<file path="src/rtl/nibble_cmp_seq_pkg.sv">
// Shared definitions for the nibble comparison sequencer: result encodings and FSM states.
// The one-hot {gt, eq, lt} encoding is the same one the 4-bit comparator datapath uses.
package cmp_pkg;

  localparam logic [2:0] CMP_GT   = 3'b100;
  localparam logic [2:0] CMP_EQ   = 3'b010;
  localparam logic [2:0] CMP_LT   = 3'b001;
  localparam logic [2:0] CMP_NONE = 3'b000;

  typedef enum logic [1:0] {
    S_IDLE = 2'd0,
    S_CMP  = 2'd1,
    S_DONE = 2'd2
  } state_t;

endpackage

</file>
<file path="src/rtl/nibble_cmp_seq_if.sv">
// Request/response bundle between a control unit (master) and the comparison sequencer (slave).
interface nibble_cmp_seq_if #(
  parameter int NIBBLES = 4
);

  localparam int W = 4 * NIBBLES;

  logic         start;
  logic [W-1:0] a;
  logic [W-1:0] b;
  logic         busy;
  logic         done;
  logic [2:0]   result;
  logic [4:0]   nib_cnt;

  modport master (
    output start, a, b,
    input  busy, done, result, nib_cnt
  );

  modport slave (
    input  start, a, b,
    output busy, done, result, nib_cnt
  );

endinterface

</file>
<file path="src/rtl/nibble_cmp_seq_cmp4.sv">
// Combinational 4-bit magnitude comparator producing a one-hot {gt, eq, lt} result.
module cmp4
  import cmp_pkg::*;
(
  input  logic [3:0] a,
  input  logic [3:0] b,
  output logic [2:0] q
);

  always_comb begin
    if (a > b) begin
      q = CMP_GT;
    end else if (a < b) begin
      q = CMP_LT;
    end else begin
      q = CMP_EQ;
    end
  end

endmodule

</file>
<file path="src/rtl/nibble_cmp_seq.sv">
// Multi-word magnitude comparator: walks the captured operands MSB nibble first through one
// shared cmp4 and stops at the first unequal nibble.
module nibble_cmp_seq
  import cmp_pkg::*;
#(
  parameter int NIBBLES = 4
) (
  input  logic            clk,
  input  logic            rst,
  nibble_cmp_seq_if.slave bus
);

  localparam int              W       = 4 * NIBBLES;
  localparam int              IDXW    = (NIBBLES > 1) ? $clog2(NIBBLES) : 1;
  localparam logic [IDXW-1:0] IDX_TOP = IDXW'(NIBBLES - 1);

  state_t          state_q, state_d;
  logic [W-1:0]    a_q, b_q;
  logic [IDXW-1:0] idx_q;
  logic [2:0]      result_q;
  logic [4:0]      nib_cnt_q;

  logic [3:0]      nib_a, nib_b;
  logic [2:0]      cmp_res;
  logic            accept;
  logic            last_nib;
  logic            decided;

  // One comparator, fed by an indexed part-select of the captured operands.
  assign nib_a = a_q[4*idx_q +: 4];
  assign nib_b = b_q[4*idx_q +: 4];

  cmp4 u_cmp4 (
    .a (nib_a),
    .b (nib_b),
    .q (cmp_res)
  );

  assign accept   = (state_q == S_IDLE) && bus.start;
  assign last_nib = (idx_q == '0);
  assign decided  = (cmp_res != CMP_EQ) || last_nib;

  // NOTE: sequential state uses non-blocking assignments so every register samples pre-edge values.
  always_ff @(posedge clk or posedge rst) begin
    if (rst) begin
      state_q <= S_IDLE;
    end else begin
      state_q <= state_d;
    end
  end

  // NOTE: every always_comb output gets a default first so no path can infer a latch.
  always_comb begin
    state_d = state_q;
    case (state_q)
      S_IDLE:  if (bus.start) state_d = S_CMP;
      S_CMP:   if (decided)   state_d = S_DONE;
      S_DONE:                 state_d = S_IDLE;
      default:                state_d = S_IDLE;
    endcase
  end

  // NOTE: the operand registers are plain flops, not a RAM, so they reset to 0 with the rest.
  always_ff @(posedge clk or posedge rst) begin
    if (rst) begin
      a_q       <= '0;
      b_q       <= '0;
      idx_q     <= '0;
      result_q  <= CMP_NONE;
      nib_cnt_q <= '0;
    end else if (accept) begin
      a_q       <= bus.a;
      b_q       <= bus.b;
      idx_q     <= IDX_TOP;
      result_q  <= CMP_NONE;
      nib_cnt_q <= '0;
    end else if (state_q == S_CMP) begin
      nib_cnt_q <= nib_cnt_q + 5'd1;
      if (cmp_res != CMP_EQ) begin
        result_q <= cmp_res;
      end else if (last_nib) begin
        result_q <= CMP_EQ;
      end else begin
        idx_q <= idx_q - 1'b1;
      end
    end
  end

  // result and nib_cnt are held registers; they only change on the next accepted start.
  always_comb begin
    bus.busy    = (state_q == S_CMP) || (state_q == S_DONE);
    bus.done    = (state_q == S_DONE);
    bus.result  = result_q;
    bus.nib_cnt = nib_cnt_q;
  end

endmodule

</file>
<file path="src/flat_wrapper.sv">
// flat-port wrapper written by rule: the top's interface ports become plain ports
module nibble_cmp_seq_flat import cmp_pkg::*;
#(
  parameter int NIBBLES = 4
)
  (clk, rst, bus_start, bus_a, bus_b, bus_busy, bus_done, bus_result, bus_nib_cnt);
  nibble_cmp_seq_if #(.NIBBLES(NIBBLES)) bus_i ();
  input  logic clk;
  input  logic rst;
  input wire logic [$bits(bus_i.start)-1:0] bus_start;
  input wire logic [$bits(bus_i.a)-1:0] bus_a;
  input wire logic [$bits(bus_i.b)-1:0] bus_b;
  output wire logic [$bits(bus_i.busy)-1:0] bus_busy;
  output wire logic [$bits(bus_i.done)-1:0] bus_done;
  output wire logic [$bits(bus_i.result)-1:0] bus_result;
  output wire logic [$bits(bus_i.nib_cnt)-1:0] bus_nib_cnt;
  assign bus_i.start = bus_start;
  assign bus_i.a = bus_a;
  assign bus_i.b = bus_b;
  assign bus_busy = bus_i.busy;
  assign bus_done = bus_i.done;
  assign bus_result = bus_i.result;
  assign bus_nib_cnt = bus_i.nib_cnt;
  nibble_cmp_seq #(.NIBBLES(NIBBLES)) u_core (.clk(clk), .rst(rst), .bus(bus_i));
endmodule
</file>
<file path="config.mk">
export PLATFORM = sky130hd
export DESIGN_NAME = nibble_cmp_seq_flat
export DESIGN_NICKNAME = d
export VERILOG_FILES = /design/src/rtl/nibble_cmp_seq_pkg.sv /design/src/rtl/nibble_cmp_seq_if.sv /design/src/rtl/nibble_cmp_seq_cmp4.sv /design/src/rtl/nibble_cmp_seq.sv /design/src/flat_wrapper.sv
export SDC_FILE = /design/constraint.sdc
export NUM_CORES = 1
export LEC_CHECK = 0
export ABC_AREA = 1
export CORE_MARGIN = 1.5
export CORE_UTILIZATION = 40
export CTS_CLUSTER_DIAMETER = 150
export CTS_CLUSTER_SIZE = 24
export DETAILED_ROUTE_END_ITERATION = 6
export PLACE_DENSITY = 0.65
export SLEW_MARGIN = 5
export SYNTH_ARGS = -nofsm -noshare
export SYNTH_HDL_FRONTEND = slang
export SYNTH_SLANG_ARGS = --single-unit
</file>
<file path="constraint.sdc">
create_clock -name clk -period 2.3 [get_ports clk]
set_clock_uncertainty 0.1 [all_clocks]
set_input_delay 0.345 -clock clk [delete_from_list [all_inputs] [get_ports clk]]
set_output_delay 0.345 -clock clk [all_outputs]
set_load 0.05 [all_outputs]
</file>
==> results of run 1 <==
==> cell families after synthesis <==
| group | count (synthesis) |
|---|---|
| flops | 44 |
| buf+inv | 32 |
| fa+ha+maj | 10 |
| compound gates | 32 |
| simple gates | 162 |
==> final cells by class <==
cell class,count,area [um2],area share
Multi-Input combinational cell,204,977,0.342
Inverter,19,78.8,0.0276
Clock buffer,6,82.6,0.0289
Tap cell,70,87.6,0.0307
Timing Repair inverter,1,7.51,0.00263
Timing Repair Buffer,53,509,0.178
Clock inverter,2,10.0,0.00351
Sequential cell,44,1100,0.386
==> registers in the layout, indices dropped and copies added, names as in the netlist <==
register	count
u_core.bus.result	3
u_core.b_q	16
u_core.idx_q	2
u_core.state_q	2
u_core.a_q	16
u_core.bus.nib_cnt	5
==> critical path: stages (launching register included) <==
cell and delay, ps:
dfrtp_1 400, inv_1 110, ha_1 150, clkdlybuf4s50_1 790
==> cell usage after synthesis <==
| cell type | instances |
|---|---|
| a31oi_1 | 1 |
| buf_4 | 1 |
| clkbuf_1 | 3 |
| inv_1 | 19 |
| o21ai_0 | 16 |
| nor2_1 | 14 |
| nand2_4 | 1 |
| nand2_2 | 2 |
| a21oi_1 | 9 |
| o22ai_1 | 4 |
| nor2_2 | 1 |
| nand4_2 | 1 |
| nor3b_1 | 1 |
| ha_1 | 10 |
| buf_2 | 5 |
| buf_6 | 4 |
| nand2_1 | 126 |
| dfrtp_1 | 44 |
| or2_2 | 1 |
| nand3_1 | 8 |
| nand4_1 | 2 |
| a32o_1 | 2 |
| nor3_1 | 5 |
==> how the worst min path moves through the flow <==
| stage | endpoint | slack [ps] | depth (start not counted) |
|---|---|---|---|
| floorplan | u_core.b_q[8] | 340 | 2 |
| finish | u_core.b_q[1] | 310 | 3 |
| global placement | u_core.a_q[8] | 360 | 2 |
| detailed placement | u_core.a_q[9] | 360 | 2 |
| CTS | u_core.b_q[3] | 320 | 3 |
| global route | u_core.b_q[3] | 360 | 3 |
==> metrics by stage <==
step                power (uW)  setup TNS (ps)  instances  hold slack [ps]  setup slack [ps]
floorplan                 2820               0        280              344               368
global placement          3240               0        388              361               177
detailed placement        3280               0        388              362               108
CTS                       3790               0        396              323              87.5
global route              4210           -4.14        399              357             -4.14
finish                    3850               0        399              313               114
==> timing repair <==
action                     4_1_cts  5_1_grt
gates resized for setup          0        9
setup endpoints to repair        0        7
buffers inserted                 0        2
==> metal layers <==
layer / vias up / track usage / share of wire
met5: - / 0 / 0
met1: 860 / 0.211 / 0.48
met3: 7 / 0.0400 / 0.034
li1: 979 / - / -
met2: 35 / 0.279 / 0.47
met4: 0 / 0.0491 / 0.012
==> power by group through the flow <==
stage	Clock, uW	Combinational [uW]	Sequential, uW
3_5_place_dp	0	1940	1330
2_1_floorplan	0	1380	1440
3_3_place_gp	0	1910	1330
4_1_cts	515	1950	1320
5_1_grt	551	2280	1380
6_report	499	2020	1330
==> results.py, run 1 <==
metrics = {
    "pwr": {
        "power.switching_uw": 1740,
        "max-vdd-ir-drop_v": 0.000629,
        "comb_power_share": 0.524,
        "p_leak_uw": 0.00144,
        "p_seq_frac": 0.346,
        "power_density_mw_per_mm2": 1350,
        "p_int_uw": 2120,
        "clockPowerShare": 0.130,
        "swShare": 0.451,
    },
    "synthesis": {
        "yosysTopAreaCell": "dfrtp_1",
        "synth-warning-count": 0,
        "syn-instance-count": 280,
        "synth_seq_area_share": 0.495,
        "synthXorXnorAreaFrac": 0,
        "synth_top_area_frac": 0.495,
        "yosys_register_bits": 44,
        "netlist_area_mm2": 0.00222,
        "yosys.area_share.simple": 0.297,
        "synth_compound_area_frac": 0.0794,
        "synth_area_leaders": "dfrtp_1 50%, nand2_1 21%, ha_1 5.6%",
        "syn_avg_cell_area_um2": 7.94,
        "synth_top_family_by_area": "simple AND/OR/NAND/NOR gates",
        "synth_fa_ha_area_frac": 0.0563,
        "synthDistinctLibCells": 23,
        "synth_fp_nets": 325,
        "synth_mux_area_frac": 0,
    },
    "layout": {
        "area_growth_pct": 28.5,
        "final_cell_mix": "125 x nand2_1, 43 x clkdlybuf4s50_1, 43 x dfrtp_1",
        "fin_nets": 373,
        "final_common_cell": "nand2_1",
        "final_cell_area_mm2": 0.00286,
        "drive_gt1_frac": 0.0942,
        "nFillCells": 524,
        "antennaDiodeCount": 0,
        "utilization": 0.545,
    },
    "detailed_routing": {
        "vias": 1881,
        "drc": 0,
        "drtIter0Drc": 91,
        "wl_per_cell_um": 11.7,
        "ant_nets": 0,
        "viasPerCell": 4.71,
        "first_pass_iters": 6,
        "routed_wl_um": 4690,
    },
    "floorplanning": {
        "num_rows": 26,
        "ios": 45,
        "fp.dieW_um": 77.5,
        "core_area_mm2": 0.00524,
        "start_util": 0.424,
        "fp.dieH_um": 77.5,
        "dieArea_mm2": 0.00601,
    },
    "sta": {
        "period_needed_ps": 2190,
        "post-route-period-util": 0.951,
        "finalSetupViolations": 0,
        "hold_viol_final": 0,
        "slew_violations": 0,
        "max_slew.worst_pin.slew_ps": 491,
        "slew_headroom": 0.671,
        "max_freq_mhz": 457,
    },
    "setup_path": {
        "cp.required_ps": 1860,
        "critPathLaunch": "u_core.state_q[0]",
        "r2r_cells": 13,
        "path_class": "reg -> out",
        "endpoint": "bus_done",
        "arrival_ps": 1740,
        "timing.rr.start": "u_core.idx_q[0]",
        "cp-end-kind": "output pin",
        "cp-start-kind": "flop",
        "timing.rr.end": "u_core.idx_q[0]",
        "reg2reg_slack_ps": 120,
        "worstPathMaxFanout": 3,
    },
    "clock_tree": {
        "clock_path_buffers": 2,
        "cts_root_buffer": "clkbuf_8",
        "clk_latency_ps": 300,
        "cts-buffers-inserted": 5,
        "cts.sinks": 44,
        "clkTransAtPathRegs_ps": 80,
        "ctsHoldBuffers": 0,
        "cts_tree": "done",
        "ctsHtreeMaxLevel": 2,
    },
    "global_routing": {
        "globalRouteOverflowTotal": 0,
        "grt_max_degree": 28,
        "grt_pass1_wl_um": 7980,
        "grtUsageTotal": 0.166,
        "antenna_found_initial": 0,
        "grt_pass1_vias": 1804,
    },
    "placed_design": {
        "gp_congestion": 0.771,
        "hpwl_um": 3350,
        "place_area_mm2": 0.00271,
        "io_buffers": 44,
    },
    "run_status": {
        "status": "completed",
    },
    "flow_run": {
        "cap_violations": 0,
    },
    "hold_path": {
        "hp-class": "in -> async",
    },
}
(Power assumes the default switching activity.)
==> run 2: changes to the inputs <==
- CAP_MARGIN: unset -> 25
- clock period: 2.3 -> 2.13 ns (I/O delays scaled with it)
==> run 2 against run 1 <==
Final cell count up 1.0%. Register-to-register slack worse by 80 ps. Via count up 4.6%. Non-clock buffer count up 4. Die area unchanged. Final area up 7.3%. Utilization up 4.0 points. Global-route usage down 0.44 points. Worst setup slack worse by 76 ps. Sequential power up 11%. Clock power up 27%. Worst hold slack better by 52 ps.
==> results.py, run 2 (synthesis results as in run 1) <==
metrics = {
    "setup_path": {
        "arrival_ps": 2190,
        "cp-start-kind": "flop",
        "cp-end-kind": "flop",
        "worstPathMaxFanout": 7,
        "cp.required_ps": 2230,
        "path_class": "reg -> reg",
    },
    "sta": {
        "period_needed_ps": 2090,
        "rsz0062_at_grt": "true",
        "finalSetupViolations": 0,
        "max_slew.worst_pin.slew_ps": 555,
        "slew_violations": 0,
        "max_freq_mhz": 478,
        "slew_headroom": 0.630,
        "hold_viol_final": 0,
        "post-route-period-util": 0.983,
    },
    "clock_tree": {
        "clock_path_buffers": 2,
        "cts_tree": "done",
        "ctsHtreeMaxLevel": 2,
        "clk_latency_ps": 300,
        "cts.sinks": 44,
        "clkTransAtPathRegs_ps": 80,
        "cts_root_buffer": "clkbuf_8",
        "cts-buffers-inserted": 5,
    },
    "detailed_routing": {
        "drc": 0,
        "ant_nets": 0,
        "viasPerCell": 4.88,
        "first_pass_iters": 4,
        "vias": 1968,
        "wl_per_cell_um": 12.4,
        "drtIter0Drc": 89,
        "routed_wl_um": 5010,
    },
    "global_routing": {
        "antenna_found_initial": 0,
        "globalRouteOverflowTotal": 0,
        "grt_max_degree": 45,
        "grt_pass1_vias": 1783,
        "grtUsageTotal": 0.161,
        "grt_pass1_wl_um": 7760,
    },
    "pwr": {
        "p_seq_frac": 0.311,
        "total_power_uw": 4770,
        "p_int_uw": 2610,
        "comb_power_share": 0.556,
        "clockPowerShare": 0.133,
        "max-vdd-ir-drop_v": 0.000677,
        "swShare": 0.452,
        "power_density_mw_per_mm2": 1560,
        "power.switching_uw": 2160,
        "p_leak_uw": 0.00152,
    },
    "layout": {
        "final_common_cell": "nand2_1",
        "area_growth_pct": 37.9,
        "fin_nets": 377,
        "final_cell_mix": "122 x nand2_1, 42 x clkdlybuf4s50_1, 42 x dfrtp_1",
        "utilization": 0.585,
        "multi_input_comb_area_mm2": 0.00109,
        "final_cell_area_mm2": 0.00306,
        "antennaDiodeCount": 0,
        "nFillCells": 480,
        "ff_latch_area_mm2": 0.00110,
        "drive_gt1_frac": 0.165,
    },
    "hold_path": {
        "hp-class": "in -> async",
    },
    "floorplanning": {
        "dieArea_mm2": 0.00601,
        "num_rows": 26,
        "fp.dieH_um": 77.5,
        "core_area_mm2": 0.00524,
        "start_util": 0.424,
        "ios": 45,
        "fp.dieW_um": 77.5,
    },
    "run_status": {
        "status": "completed",
    },
    "flow_run": {
        "cap_violations": 0,
    },
    "placed_design": {
        "hpwl_um": 3260,
        "gp_congestion": 0.790,
        "io_buffers": 44,
        "place_area_mm2": 0.00272,
    },
}
[run 2: cell types whose count changed in the layout (fill, tap and decap cells not counted), moves of 2 or more]
cell / previous run / this run
nor2_1: 14 / 11
nand2_1: 125 / 122
o21ai_1: 0 / 5
ha_4: 0 / 2
o22ai_2: 0 / 3
ha_1: 10 / 8
a32o_1: 2 / 0
o21ai_2: 0 / 2
o21ai_0: 16 / 9
nand2_4: 1 / 4
a32o_2: 0 / 2
nor2_2: 0 / 2
o22ai_1: 4 / 1
clkbuf_16: 0 / 2
[run 2: per-layer routing]
metal  GRT usage  vias up  wire, um
met5           0        -         0
met2       0.263       49      2380
li1            -      995         -
met1       0.212      917      2350
met3      0.0353        7       208
met4      0.0545        0        74
[run 2: stage by stage]
stage                     setup TNS, ps  setup slack (ps)  std cells  hold WS, ps
after global placement                0              69.5        389          362
final                                 0              37.3        403          365
after global routing               -519             -95.3        403          398
after floorplan                       0               198        280          329
after CTS                             0              3.47        397          382
after detailed placement          -56.3             -23.4        389          360
[run 2: cell type report]
type,instances,share of cell area
Inverter,19,0.0261
Sequential cell,44,0.360
Clock inverter,3,0.0139
Multi-Input combinational cell,204,0.356
Timing Repair Buffer,57,0.190
Clock buffer,5,0.0225
Timing Repair inverter,1,0.00245
Tap cell,70,0.0286
[run 2: critical path: stages (launching register included)]
cell and delay [ps]:
dfrtp_2 490, clkinv_4 110, buf_4 120, nand2_1 40
a32o_2 250, ha_4 290, nand2_4 70, nor2_4 190
nand4_4 160, nand2_1 110, nand2_1 60
[run 2: final timing paths]
path,startpoint,to,slack (ps),cells after the start
max,u_core.idx_q[0],u_core.idx_q[0],40,10
min,rst,u_core.b_q[12],370,3
max reg2reg,u_core.idx_q[0],u_core.idx_q[0],40,10
min reg2reg,u_core.b_q[11],u_core.b_q[11],390,2
max in group asynchronous,rst,u_core.idx_q[1],1170,3
min in group clk,u_core.b_q[11],u_core.b_q[11],390,2
[run 2: power groups by stage]
stage | clock network [uW] | registers, uW | logic (uW)
finish | 636 | 1480 | 2650
global route | 678 | 1520 | 2950
CTS | 649 | 1440 | 2110
detailed placement | 0 | 1450 | 2090
global placement | 0 | 1450 | 2050
floorplan | 0 | 1560 | 1490
[run 2: repair_timing]
item,CTS,global route
pin swaps,0,5
hold endpoints to repair,0,0
endpoints found under the setup margin,3,7
hold buffers,0,0
cloned,0,3
gates resized for setup,2,44
buffers inserted,0,3
